### src/rtl/return_addr_stack.sv
// return_addr_stack: return-address stack for the fetch/decode path.
// Calls push pc+4, returns pop, and the top entry is offered as the
// predicted JALR target. Supports circular overwrite on overflow, sticky
// overflow/underflow flags and a single {tos, count} checkpoint.
//
// Ports:
//   clk, reset (async, active-low)
//   valid, is_jal, is_jalr, rd, rs1, pc : presented control-transfer instr
//   flush                               : empty the stack
//   ckpt_save / ckpt_restore            : checkpoint capture / reload
//   pred_valid, pred_target             : prediction from current top of stack
//   depth_count                         : number of live entries
//   overflow, underflow                 : sticky error flags
module return_addr_stack #(
  parameter int unsigned XLEN  = 32,
  parameter int unsigned DEPTH = 8
) (
  input  logic                       clk,
  input  logic                       reset,
  input  logic                       valid,
  input  logic                       is_jal,
  input  logic                       is_jalr,
  input  logic [4:0]                 rd,
  input  logic [4:0]                 rs1,
  input  logic [XLEN-1:0]            pc,
  input  logic                       flush,
  input  logic                       ckpt_save,
  input  logic                       ckpt_restore,
  output logic                       pred_valid,
  output logic [XLEN-1:0]            pred_target,
  output logic [$clog2(DEPTH+1)-1:0] depth_count,
  output logic                       overflow,
  output logic                       underflow
);

  localparam int unsigned PW = $clog2(DEPTH);
  localparam int unsigned CW = $clog2(DEPTH + 1);

  typedef enum logic [1:0] {
    OP_NONE,
    OP_PUSH,
    OP_POP,
    OP_POPPUSH
  } op_e;

  logic [XLEN-1:0] mem [DEPTH];
  logic [PW-1:0]   tos_q, tos_d, ck_tos_q, ck_tos_d;
  logic [CW-1:0]   cnt_q, cnt_d, ck_cnt_q, ck_cnt_d;
  logic            ovf_q, ovf_d, unf_q, unf_d;

  logic            wr_en;
  logic [PW-1:0]   wr_addr;
  logic [XLEN-1:0] push_val;
  logic            rd_link, rs1_link;
  logic            full, empty, do_push;
  op_e             op;

  // x1 (ra) and x5 (t0) are the RISC-V link registers
  assign rd_link  = (rd == 5'd1) || (rd == 5'd5);
  assign rs1_link = (rs1 == 5'd1) || (rs1 == 5'd5);
  assign push_val = pc + XLEN'(4);
  assign full     = (cnt_q == CW'(DEPTH));
  assign empty    = (cnt_q == '0);

  // Link-hint decode of the presented instruction
  always_comb begin
    op = OP_NONE;
    if (valid) begin
      if (is_jal) begin
        if (rd_link) op = OP_PUSH;
      end else if (is_jalr) begin
        case ({rd_link, rs1_link})
          2'b01:   op = OP_POP;
          2'b10:   op = OP_PUSH;
          2'b11:   op = (rd == rs1) ? OP_PUSH : OP_POPPUSH;
          default: op = OP_NONE;
        endcase
      end
    end
  end

  // A POPPUSH on an empty stack degenerates into a plain push
  assign do_push = (op == OP_PUSH) || ((op == OP_POPPUSH) && empty);

  // Next-state: flush > restore > (save, op)
  always_comb begin
    tos_d    = tos_q;
    cnt_d    = cnt_q;
    ck_tos_d = ck_tos_q;
    ck_cnt_d = ck_cnt_q;
    ovf_d    = ovf_q;
    unf_d    = unf_q;
    wr_en    = 1'b0;
    wr_addr  = tos_q;

    if (flush) begin
      tos_d = PW'(DEPTH - 1);
      cnt_d = '0;
    end else if (ckpt_restore) begin
      tos_d = ck_tos_q;
      cnt_d = ck_cnt_q;
    end else begin
      if (ckpt_save) begin
        ck_tos_d = tos_q;
        ck_cnt_d = cnt_q;
      end
      if ((op == OP_POP || op == OP_POPPUSH) && empty) begin
        unf_d = 1'b1;
      end
      if (do_push) begin
        tos_d   = tos_q + PW'(1);
        wr_en   = 1'b1;
        wr_addr = tos_q + PW'(1);
        if (full) ovf_d = 1'b1;
        else      cnt_d = cnt_q + CW'(1);
      end else if (op == OP_POP && !empty) begin
        tos_d = tos_q - PW'(1);
        cnt_d = cnt_q - CW'(1);
      end else if (op == OP_POPPUSH) begin
        // non-empty: replace top in place
        wr_en   = 1'b1;
        wr_addr = tos_q;
      end
    end
  end

  // State and entry storage
  always_ff @(posedge clk or negedge reset) begin
    if (!reset) begin
      tos_q    <= PW'(DEPTH - 1);
      cnt_q    <= '0;
      ck_tos_q <= PW'(DEPTH - 1);
      ck_cnt_q <= '0;
      ovf_q    <= 1'b0;
      unf_q    <= 1'b0;
      for (int i = 0; i < DEPTH; i++) mem[i] <= '0;
    end else begin
      tos_q    <= tos_d;
      cnt_q    <= cnt_d;
      ck_tos_q <= ck_tos_d;
      ck_cnt_q <= ck_cnt_d;
      ovf_q    <= ovf_d;
      unf_q    <= unf_d;
      if (wr_en) mem[wr_addr] <= push_val;
    end
  end

  // Prediction is combinational from registered state
  assign pred_valid  = !empty;
  assign pred_target = mem[tos_q];
  assign depth_count = cnt_q;
  assign overflow    = ovf_q;
  assign underflow   = unf_q;

endmodule

### config.mk
export PLATFORM = sky130hd
export DESIGN_NAME = return_addr_stack
export DESIGN_NICKNAME = d
export VERILOG_FILES = /design/src/rtl/return_addr_stack.sv
export SDC_FILE = /design/constraint.sdc
export NUM_CORES = 1
export LEC_CHECK = 0
export ABC_AREA = 1
export BUFFER_PORTS_ARGS = -buffer_cell sky130_fd_sc_hd__clkbuf_2
export CORE_UTILIZATION = 62
export DETAILED_ROUTE_END_ITERATION = 8
export GPL_TIMING_DRIVEN = 1
export PLACE_DENSITY_LB_ADDON = 0.1
export RECOVER_POWER = 25
export SLEW_MARGIN = 20
export SYNTH_ARGS = -nofsm -noshare
export SYNTH_HDL_FRONTEND = slang
export SYNTH_SLANG_ARGS = --single-unit
### constraint.sdc
create_clock -name clk -period 3.44 [get_ports clk]
set_clock_uncertainty 0.15 [all_clocks]
set_input_delay 0.688 -clock clk [delete_from_list [all_inputs] [get_ports clk]]
set_output_delay 0.688 -clock clk [all_outputs]
set_load 0.005 [all_outputs]
-- Word level (Yosys, flattened, before mapping)
Cells that the tools add are included.
- flip-flop bits (word level): 272
- input bits: 50
- output and inout port bits: 39
- add/sub/neg operators: 5
- magnitude comparators: 3
- equal/unequal tests: 13
- multiplexer cells: 29
- bitwise operators: 4
- reduce and logical (&&, ||, !) cells: 15
- operators with widths (operator ; count):
    256-bit bitwise mux ; 1
    32-bit binary-select mux with 3-bit select ; 1
    32-bit demux with 3-bit select ; 1
    32-bit two-way mux ; 3
    32-bit by 3-bit adder with 32-bit output (second input constant) ; 1
    3-bit two-way mux ; 7
    4-bit two-way mux ; 5
    5-bit by 1-bit == test with 1-bit output (second input constant) ; 2
    5-bit by 3-bit == test with 1-bit output (second input constant) ; 2
    2-bit == test (second input constant) ; 4
    4-bit greater-or-equal comparator (second input constant) ; 2
    2-bit two-way mux ; 4
    3-bit NOT with 4-bit output ; 2
    1-bit two-way mux ; 6
    2-bit one-hot mux with 3 select lines ; 1
    3-bit AND reduction ; 2
    5-bit == test ; 1
    4-bit by 1-bit adder with 4-bit output (second input constant) ; 1
    2-bit by 1-bit == test with 1-bit output (second input constant) ; 2
    4-bit == test (second input constant) ; 1
    1-bit logical AND ; 4
    4-bit zero test ; 1
    1-bit logical OR ; 4
    4-bit by 1-bit < comparator with 1-bit output (second input constant) ; 1
    other kinds (9) ; 10

-- Logic depth before layout (Yosys ltp)
Gate-level depths: netlist of the first run.
- depth after elaboration: 19
- mapped depth: 15

-- Least setup slack after synthesis of the first run
No wires, ideal clock.
- kind: flip-flop to flip-flop
- start: reg tos_q[0]
- end: reg mem[159] in the netlist's numbering
- setup time: 0.123 ns
- arrival: 2.463 ns
- required time: 3.167 ns
- path slack: 0.704 ns
- cell stages (with the launch flop): 14
- path buffers: 6
- period minus slack after synthesis: 2.736 ns
- cells stage by stage: dfstp_2 -> clkbuf_1 -> inv_1 -> buf_2 -> buf_2 -> clkbuf_1 -> ha_1 -> nand4_1 -> nand2_2 -> nand2_2 -> buf_4 -> buf_2 -> o21ai_0 -> nand2_1
- longest elaborated chain between the ends: 10
- ends and longest elaborated chain (item ; RTL line ; text):
    start: declaration ; 47 ; logic [PW-1:0] tos_q, tos_d, ck_tos_q, ck_tos_d;
    start signal: assignment ; 130 ; tos_q <= PW'(DEPTH - 1);
    start signal: assignment ; 138 ; tos_q <= tos_d;
    3-bit by 1-bit adder with 3-bit output ; 113 ; wr_addr = tos_q + PW'(1);
    3-bit two-way mux ; 110 ; if (do_push) begin
    3-bit two-way mux ; 99 ; end else if (ckpt_restore) begin
    3-bit two-way mux * ; 96 ; if (flush) begin
    3-bit NOT with 4-bit output (implied by the code) * ; 144 ; if (wr_en) mem[wr_addr] <= push_val;
    4-bit greater-or-equal comparator (implied by the code) / 4-bit by 1-bit < comparator with 1-bit output (equally long branches) ; 144 ;
    1-bit logical AND (implied by the code) ; 144 ;
    32-bit two-way mux (implied by the code) ; 144 ;
    32-bit demux with 3-bit select * ; 144 ;
    256-bit bitwise mux * ; 144 ;
    end signal: indexed assignment ; 144 ;
    end: declaration ; 46 ; logic [XLEN-1:0] mem [DEPTH];
Mark *: on every way between the ends. The rest lies on a longest branch, timed or not.
A chain may end at the register's enable or synchronous reset.

-- Final worst setup path of the first run
- start: reg tos_q[0]
- end: out pred_target[2]
- longest elaborated chain between the ends: 4
- ends and longest elaborated chain (item ; RTL line ; text):
    3-bit NOT with 4-bit output (implied by the code) ; 150 ; assign pred_target = mem[tos_q];
    32-bit binary-select mux with 3-bit select ; 150 ;
    32-bit two-way mux (implied by the code) (2 in a row) ; 150 ;
    end: declaration ; 30 ; output logic [XLEN-1:0] pred_target,
No other way between the ends. The select of a mux whose other input is x is not followed.

==> results_dict.tcl, run 1 <==
set metrics [dict create \
    hold-path-cell-count 2 \
    syn_area_sq_um 14500 \
    hold_violations 0 \
    wl_mm 42.6 \
    switching_share 0.306 \
    rr_worst_depth 10 \
    ys_seq_elements 272 \
    rrSetupSlack_ns 0.44 \
    io_pins 89 \
    cp-end-kind "output pin" \
    multiInputGateArea_sq_um 6610 \
    io_buffers 88 \
    crit_arrival_ns 2.47 \
    path_common_cell "nor2_1" \
    finalInstanceArea_sq_um 16100 \
    drt_pass1_iterations 5 \
    avgViaCountPerCell 5.98 \
    grt_pass1_wl_mm 68.8 \
    core_area_sq_um 22800 \
    cts_tree "built" \
    synth.area.top_cells "dfrtp_1 46%, nand2_1 14%, nand3_1 7.0%, o21ai_0 6.9%, nor2_1 5.2%" \
    drive_gt1_frac 0.110 \
    yosysTopAreaCellShare 0.458 \
    htree_levels 1 \
    sequentialPowerShare 0.419 \
    path_class "reg2out" \
    place.detailed.instances 2223 \
    drc_errors 0 \
    ys.warnings.count 0 \
    antenna_cells 0 \
    synthCells 1919 \
    rsz0062_at_grt "false" \
    synth_top_area_cell "dfrtp_1" \
    maxSlewViolCount 59 \
    synth_edf_count 0 \
    whs_endpoint "overflow$_DFFE_PN0P_" \
    clkPwrFrac 0.374 \
    yosys.cell_count.top_type "nand2_1" \
    dieHeight_um 155 \
    ant_nets 0 \
    rows 55 \
    cts_made_buffers 30 \
    regArea_sq_um 6820 \
    stdcell_count 2281 \
    p_int_w 0.00571 \
    place.gp.congestion 0.965 \
    drt_iter0_markers 1377 \
    grt_pass1_vias 12971 \
    startpoint_type "flop" \
    cts_buffer_depth 3 \
    ir_drop_mv 0.417 \
    grt_usage 0.362 \
    setup_viol 0 \
    critPathSlowestCell "dfstp_4" \
    combinationalPowerShare 0.207 \
    syn2layout_area_growth_pct 11.1 \
    ys.flop_type "dfrtp_1" \
    worstReg2RegEnd "mem[139]$_DFFE_PN0P_" \
    vias 13631 \
    dpl_cell_area_sq_um 15200 \
    final.min_clock_period_ns 3.31 \
    slowest_delay_ns 0.54 \
    setup_tns_ns 0 \
    grt_overflow 0 \
    period_share 0.962 \
    fp.dieW_um 155 \
    crit_fanout 38 \
    dp_hpwl_mm 24.6 \
    yosysSeqAreaShare 0.469 \
    reg2reg_from "tos_q[0]$_DFFE_PN1P_" \
    hp-class "reg2reg" \
    cts-root-buf "clkbuf_16" \
    wire_per_inst_um 18.7 \
    start_util 0.638 \
    relSlewSlack -0.0777 \
    maxCapViolCount 1 \
    syn-num-nets 1975 \
    power.density_nw_per_um2 510 \
    timing.fmax_ghz 0.302 \
    ys_top_cells_by_count "549 x nand2_1, 266 x dfrtp_1, 203 x nand3_1" \
    switchingPower_w 0.00252 \
    violations "max-capacitance violations, max-slew violations" \
    power.leakage_nw 8.30 \
    status "complete, but fails checks" \
    n_fill_cell 1876 \
    grt_max_degree 77 \
    worstMarginPinSlew_ns 1.62 \
    crit_required_ns 2.60 \
    postSynthAreaPerCell_sq_um 7.57 \
    power_w 0.00823 \
    ys_types 40 \
    antenna_found_initial 0 \
    num-nets-final 2002 \
    dieArea_sq_um 24000 \
    worstPathCellList "inv_4 -> buf_16 -> buf_4 -> nor2_1 -> o22ai_1 -> nor2_1 -> a31oi_1 -> clkbuf_2" \
    holdCritStartpoint "overflow$_DFFE_PN0P_" \
    clk_latency_ns 0.55 \
    clk_pin_slew_ns 0.06 \
    cts_sinks 272 \
    synth-async-reset-ratio 1.00 \
]
-- state kept, by name (all words and copies together), names as in the netlist --
register     count
tos_q            3
overflow         1
underflow        1
mem            256
ck_tos_q         3
depth_count      4
ck_cnt_q         4
-- metrics by stage --
| step | util | setup WS [ns] | hold WS (ns) |
|---|---|---|---|
| 4_1_cts | 0.708 | 0.0116 | 0.318 |
| 3_5_place_dp | 0.666 | 0.371 | 0.303 |
| 3_3_place_gp | 0.666 | 0.428 | 0.298 |
| 5_1_grt | 0.709 | 0.0401 | 0.330 |
| 2_1_floorplan | - | 0.704 | 0.242 |
| 6_report | 0.709 | 0.132 | 0.314 |
-- how the worst max path moves through the flow --
stage          cells past startpoint                    to                 start  slack [ns]
6_report                           8        pred_target[2]  tos_q[0]$_DFFE_PN1P_        0.13
5_1_grt                            8        pred_target[2]  tos_q[0]$_DFFE_PN1P_        0.04
4_1_cts                            6       pred_target[23]  tos_q[0]$_DFFE_PN1P_        0.01
3_5_place_dp                      12   mem[81]$_DFFE_PN0P_          ckpt_restore        0.37
3_3_place_gp                      12   mem[81]$_DFFE_PN0P_          ckpt_restore        0.43
2_1_floorplan                     13  mem[159]$_DFFE_PN0P_  tos_q[0]$_DFFE_PN1P_        0.70
-- cells by family (layout without fill, tap and decap cells) --
group,after synthesis,count (layout),synth area share
AO/OA/AOI/OAI,374,374,0.146
XOR/XNOR,29,29,0.0175
adder cells (fa/ha/maj),6,6,0.00569
buffers and inverters,245,294,0.0773
flip-flops,272,272,0.469
AND/OR/NAND/NOR,993,993,0.284
-- cell type report --
cell class / instances / area share
inverter: 104 / 0.0246
timing repair buffer: 136 / 0.0606
multi-input combinational: 1402 / 0.410
clock buffer: 43 / 0.0552
sequential: 272 / 0.422
tap: 313 / 0.0243
clock inverter: 11 / 0.00341
-- power by group through the flow --
stage / combinational [W] / sequential, W / clock, W
after detailed placement: 0.00164 / 0.00351 / 0
after global placement: 0.00162 / 0.00350 / 0
after CTS: 0.00165 / 0.00345 / 0.00310
after floorplan: 0.00103 / 0.00348 / 0
final: 0.00170 / 0.00345 / 0.00308
after global routing: 0.00187 / 0.00347 / 0.00323
-- worst max-delay path, delay by kind of cell, from the launching register on --
family                 cells  cell delay [ns]
and+or+nand+nor            2             0.11
AOI/OAI and AO/OA          2             0.44
DFF                        1             0.54
buffers and inverters      4             0.80
-- cell usage in the layout (no fill, tap or decap), types with 6 or more instances in the layout --
master	Yosys	layout
buf_12	0	11
clkinv_2	0	11
o22ai_1	32	32
nor2_1	200	200
xor2_1	23	23
clkbuf_16	0	32
dfrtp_1	266	266
clkbuf_8	0	7
o21ai_1	8	8
nand4_1	8	9
buf_4	15	31
xnor2_1	6	6
nand2_1	549	547
nand2_2	4	6
nand3_1	203	202
o21bai_1	64	64
inv_1	98	96
o21ai_0	199	199
clkbuf_1	63	6
a31oi_1	32	30
a21oi_1	36	36
clkbuf_2	2	88
nor3_1	10	10
-- routing by layer --
layer / global-route usage / wire [um] / part of all wire
met4: 0.125 / 1120 / 0.026
met1: 0.506 / 18000 / 0.42
met2: 0.579 / 19300 / 0.45
met5: 0 / 0 / 0
met3: 0.0543 / 4160 / 0.098
-- what timing repair did --
item	in CTS	in global routing
hold endpoints to repair	49	0
hold buffers	1	0
gates resized for setup	0	4
setup buffers	0	2
setup endpoints to repair	0	9
Power figures use the tool's default switching activity.
==> run 2, diff against run 1 <==
- CORE_MARGIN: unset -> 3
- CORE_UTILIZATION: 62 -> 50
==> results_dict.tcl, run 2 (synthesized netlist as in run 1, its figures left out) <==
set metrics [dict create \
    relSlewSlack -0.419 \
    dp_hpwl_mm 27.2 \
    clk_latency_ns 0.57 \
    path_class "reg2out" \
    final.min_clock_period_ns 3.36 \
    crit_required_ns 2.60 \
    dieHeight_um 176 \
    drt-met1-wl_mm 20.7 \
    multiInputGateArea_sq_um 6600 \
    reg2reg_from "tos_q[0]$_DFFE_PN1P_" \
    wire_per_inst_um 19.1 \
    hold_violations 0 \
    grt_usage 0.292 \
    fp.dieW_um 176 \
    period_share 0.976 \
    ant_nets 0 \
    startpoint_type "flop" \
    stdcell_count 2370 \
    place.detailed.instances 2315 \
    worstReg2RegEnd "mem[14]$_DFFE_PN0P_" \
    worstMarginPinSlew_ns 2.13 \
    grt_pass1_vias 13174 \
    io_buffers 88 \
    drt_pass1_iterations 5 \
    wl_met2_mm 19.9 \
    maxSlewViolCount 73 \
    power.leakage_nw 8.43 \
    layout_common_cells "547 x nand2_1, 266 x dfrtp_1, 202 x nand3_1" \
    io_pins 89 \
    crit_arrival_ns 2.52 \
    antenna_cells 0 \
    crit_fanout 21 \
    setup_viol 0 \
    setup_tns_ns 0 \
    cts-root-buf "clkbuf_16" \
    cts_buffer_depth 3 \
    drt_iter0_markers 1024 \
    vias 13426 \
    cts_sinks 272 \
    status "complete, but fails checks" \
    cts_tree "built" \
    dieArea_sq_um 31100 \
    hp-class "in2reg" \
    start_util 0.514 \
    drc_errors 0 \
    grt_pass1_wl_mm 72.8 \
    largest_reg_flops 256 \
    antenna_found_initial 0 \
    top_layer "met4" \
    rsz0062_at_grt "false" \
    regArea_sq_um 6820 \
    power.density_nw_per_um2 515 \
    violations "max-capacitance violations, max-slew violations" \
    rr_worst_depth 10 \
    syn2layout_area_growth_pct 13.2 \
    num-nets-final 2029 \
    rrSetupSlack_ns 0.46 \
    wl_mm 45.2 \
    n_fill_cell 2681 \
    whs_endpoint "mem[160]$_DFFE_PN0P_" \
    place.gp.congestion 0.906 \
    wl_met3_mm 3.38 \
    cts_made_buffers 30 \
    cp-end-kind "output pin" \
    ir_drop_mv 0.425 \
    rows 61 \
    core_area_sq_um 28200 \
    grt_max_degree 76 \
    htree_levels 1 \
    grt_overflow 0 \
    maxCapViolCount 1 \
    clk_pin_slew_ns 0.06 \
    hold-path-cell-count 3 \
    top_register "mem" \
    holdCritStartpoint "pc[0]" \
    layout_commonest_cell "nand2_1" \
    drive_gt1_frac 0.120 \
    avgViaCountPerCell 5.66 \
    timing.fmax_ghz 0.298 \
]
==> run 2: worst max path at each step <==
stage                         startpoint              endpoint  slack [ns]  depth (start not counted)
CTS                 tos_q[0]$_DFFE_PN1P_       pred_target[12]        0.09                          6
global route        tos_q[0]$_DFFE_PN1P_       pred_target[20]        0.02                          6
global placement            ckpt_restore  mem[154]$_DFFE_PN0P_        0.48                         11
finish              tos_q[0]$_DFFE_PN1P_       pred_target[16]        0.08                          6
floorplan           tos_q[0]$_DFFE_PN1P_  mem[159]$_DFFE_PN0P_        0.70                         13
detailed placement          ckpt_restore  mem[133]$_DFFE_PN0P_        0.45                         11
==> run 2: critical path: stages (launching register included) <==
cell and delay, ns:
dfstp_4 0.75, buf_4 0.32, o21ai_0 0.13, o22ai_1 0.18
nor2_1 0.07, a31oi_1 0.29, clkbuf_2 0.19
==> run 2: repair_timing <==
item,4_1_cts,5_1_grt
endpoints found under the setup margin,3,4
endpoints found under the hold margin,44,0
pin swaps,0,1
hold buffers,1,0
gates resized for setup,1,1
setup buffers,1,2
==> run 2: final cells by class <==
class,instances,share of cell area
Sequential cell,272,0.415
Multi-Input combinational cell,1402,0.401
Timing Repair Buffer,163,0.0698
Clock buffer,49,0.0592
Tap cell,378,0.0288
Inverter,104,0.0243
Clock inverter,2,0.00213
==> run 2: per-stage QoR <==
stage | cell area, sq um | util | power (W) | hold slack (ns) | worst slack (ns)
global placement | 15400 | 0.546 | 0.00520 | 0.298 | 0.477
finish | 16400 | 0.582 | 0.00847 | 0.294 | 0.0810
floorplan | 14500 | - | 0.00450 | 0.242 | 0.704
detailed placement | 15400 | 0.546 | 0.00521 | 0.303 | 0.446
global route | 16400 | 0.582 | 0.00884 | 0.308 | 0.0196
CTS | 16500 | 0.583 | 0.00850 | 0.273 | 0.0882
==> run 2: metal layers <==
metal  vias up  track usage
met3        80       0.0434
met1      6467        0.425
met2       505        0.457
met5         -            0
met4         0       0.0828
li1       6374            -
==> run 2: power by group <==
group	switching (W)	total, W	leakage [nW]	internal, W
combinational	0.00115	0.00172	4.48	0.000572
sequential	0.0000951	0.00346	3.45	0.00337
clock	0.00131	0.00328	0.499	0.00198
total	0.00255	0.00847	8.43	0.00591
==> run 3, diff against run 2 <==
- ABC_AREA: 1 -> unset
- CORE_UTILIZATION: 50 -> 45
==> results_dict.tcl, run 3 <==
set metrics [dict create \
    status "complete, but fails checks" \
    violations "max-capacitance violations, max-slew violations" \
    cts_made_buffers 31 \
    cts_tree "built" \
    rows 62 \
    slowest_delay_ns 0.82 \
    ys.warnings.count 0 \
    dpl_worst_slack_ns 0.150 \
    rsz0062_at_grt "false" \
    period_share 0.970 \
    place.detailed.instances 1540 \
    wire_per_inst_um 20.1 \
    dieArea_sq_um 31500 \
    cts-root-buf "clkbuf_16" \
    hold_violations 0 \
    setup_viol 0 \
    top_register "mem" \
    n_fill_cell 2537 \
    worstMarginPinSlew_ns 2.58 \
    crit_required_ns 2.60 \
    io_buffers 88 \
    syn-num-nets 1150 \
    worstPathCellList "buf_16 -> mux4_2 -> nand2_1 -> nand2_1 -> clkbuf_2" \
    grt_overflow 0 \
    syn2layout_area_growth_pct 17.1 \
    drt_iter0_markers 513 \
    ys.flop_type "dfrtp_1" \
    dieHeight_um 178 \
    dp_hpwl_mm 20.6 \
    synth.area.top_cells "dfrtp_1 50%, mux2_2 12%, mux4_2 11%, nand2_1 4.0%, a21oi_1 3.4%" \
    path_common_cell "nand2_1" \
    largest_reg_flops 256 \
    stdcell_count 1596 \
    place.gp.congestion 0.753 \
    postSynthAreaPerCell_sq_um 12.1 \
    critPathSlowestCell "dfstp_4" \
    hold_ws_ns 0.244 \
    vias 8688 \
    fp.dieW_um 178 \
    relSlewSlack -0.718 \
    grt_max_degree 95 \
    yosys.cell_count.top_type "dfrtp_1" \
    setup_ws_ns 0.104 \
    grt_usage 0.209 \
    start_util 0.459 \
    wl_mm 32.1 \
    final.min_clock_period_ns 3.34 \
    antenna_cells 0 \
    synth-async-reset-ratio 1.00 \
    timing.fmax_ghz 0.300 \
    ys_types 56 \
    layout_common_cells "266 x dfrtp_1, 139 x nand2_1, 136 x mux2_2" \
    startpoint_type "flop" \
    crit_fanout 28 \
    grt_pass1_vias 8977 \
    htree_levels 1 \
    hp-class "in2reg" \
    power.leakage_nw 7.45 \
    io_pins 89 \
    multiInputGateArea_sq_um 6060 \
    power.density_nw_per_um2 499 \
    path_class "reg2out" \
    synth_edf_count 0 \
    drc_errors 0 \
    setup_tns_ns 0 \
    hold-path-cell-count 2 \
    clk_pin_slew_ns 0.06 \
    grt_pass1_wl_mm 51.9 \
    rr_worst_depth 7 \
    cts_buffer_depth 3 \
    antenna_found_initial 0 \
    avgViaCountPerCell 5.44 \
    num-nets-final 1246 \
    ant_nets 0 \
    cp-end-kind "output pin" \
    dpl_cell_area_sq_um 14400 \
    maxSlewViolCount 92 \
    core_area_sq_um 28900 \
    ys_top_cells_by_count "266 x dfrtp_1, 141 x nand2_1, 136 x mux2_2" \
    cp_num_buf_inv 2 \
    synth_top_area_cell "dfrtp_1" \
    yosysTopAreaCellShare 0.502 \
    maxCapViolCount 1 \
    layout_commonest_cell "dfrtp_1" \
    crit_arrival_ns 2.50 \
    yosysSeqAreaShare 0.514 \
    cp.depth 5 \
    drive_gt1_frac 0.335 \
    critPathTopFamily "flip-flops" \
    drt_pass1_iterations 4 \
    finalInstanceArea_sq_um 15500 \
    cts_sinks 272 \
    regArea_sq_um 6820 \
    synthCells 1094 \
    syn_area_sq_um 13200 \
    ys_seq_elements 272 \
    ir_drop_mv 0.349 \
    post_cts_buffers 0 \
    clk_latency_ns 0.54 \
]
-- run 3: changes by cell type after synthesis, sizes merged, moves of 32 or more --
cell    previous run  this run
o22ai             32         0
xnor2              6        38
nor2             206        99
mux4               0        64
a31oi             32         0
inv              103        15
nand2            554       143
o21ai            207        37
nand3            205        14
clkbuf            65        29
buf               76        41
mux2               0       144
o21bai            64         0
a21oi             37        89
-- run 3: path summary, 6_finish.rpt --
path,start,to,slack (ns)
setup reg to reg,tos_q[0]$_DFFE_PN1P_,mem[129]$_DFFE_PN0P_,0.41
hold / removal,flush,depth_count[2]$_DFFE_PN0P_,0.24
hold reg to reg,overflow$_DFFE_PN0P_,overflow$_DFFE_PN0P_,0.33
max in group asynchronous,reset,mem[147]$_DFFE_PN0P_,0.84
min in group asynchronous,reset,ck_cnt_q[3]$_DFFE_PN0P_,0.78
setup / recovery,tos_q[0]$_DFFE_PN1P_,pred_target[25],0.10
-- run 3: area by class of cell --
type                            instances  area share
Clock buffer                           50      0.0617
Multi-Input combinational cell        736       0.390
Clock inverter                          5     0.00968
Sequential cell                       272       0.440
Tap cell                              384      0.0310
Timing Repair Buffer                  133      0.0639
Inverter                               16     0.00387
-- run 3: per-stage QoR --
step / utilization / total power, W
final: 0.538 / 0.00774
after detailed placement: 0.498 / 0.00427
after CTS: 0.537 / 0.00783
after global routing: 0.538 / 0.00805
after floorplan: - / 0.00393
after global placement: 0.498 / 0.00426
-- run 3: kinds of logic (layout without fill, tap and decap cells) --
kind of cell	after synthesis	in the layout	share of synthesized area
AOI/OAI and AO/OA	156	156	0.0708
muxes	215	215	0.236
buffers and inverters	86	204	0.0328
DFF	272	272	0.514
adders and majority gates	6	6	0.00623
xor gates and xnor gates	66	66	0.0436
and+or+nand+nor	293	293	0.0958
-- run 3: worst register-to-register path: stages (launching register included) --
cell       delay (ns)
dfstp_4          0.82
inv_1            0.23
ha_1             0.41
o2111ai_4        0.14
buf_4            0.22
a221oi_4         0.37
buf_12           0.23
mux2_2           0.36
-- run 3: routing by layer --
| layer | vias up | GRT usage | share of wire |
|---|---|---|---|
| li1 | 4067 | - | - |
| met1 | 4416 | 0.315 | 0.47 |
| met2 | 167 | 0.331 | 0.47 |
| met3 | 38 | 0.0261 | 0.041 |
| met4 | 0 | 0.0370 | 0.015 |
| met5 | - | 0 | 0 |
-- run 3: report_power, final --
part,switching [W],total (W),internal (W)
combinational,0.000449,0.000780,0.000330
clock,0.00127,0.00353,0.00225
sequential,0.0000899,0.00343,0.00334
total,0.00181,0.00774,0.00592
-- run 3: timing repair --
| action | in CTS | in global routing |
|---|---|---|
| resized for setup | 0 | 4 |
| hold buffers | 0 | 0 |
| hold endpoints to repair | 0 | 0 |
| endpoints found under the setup margin | 0 | 6 |
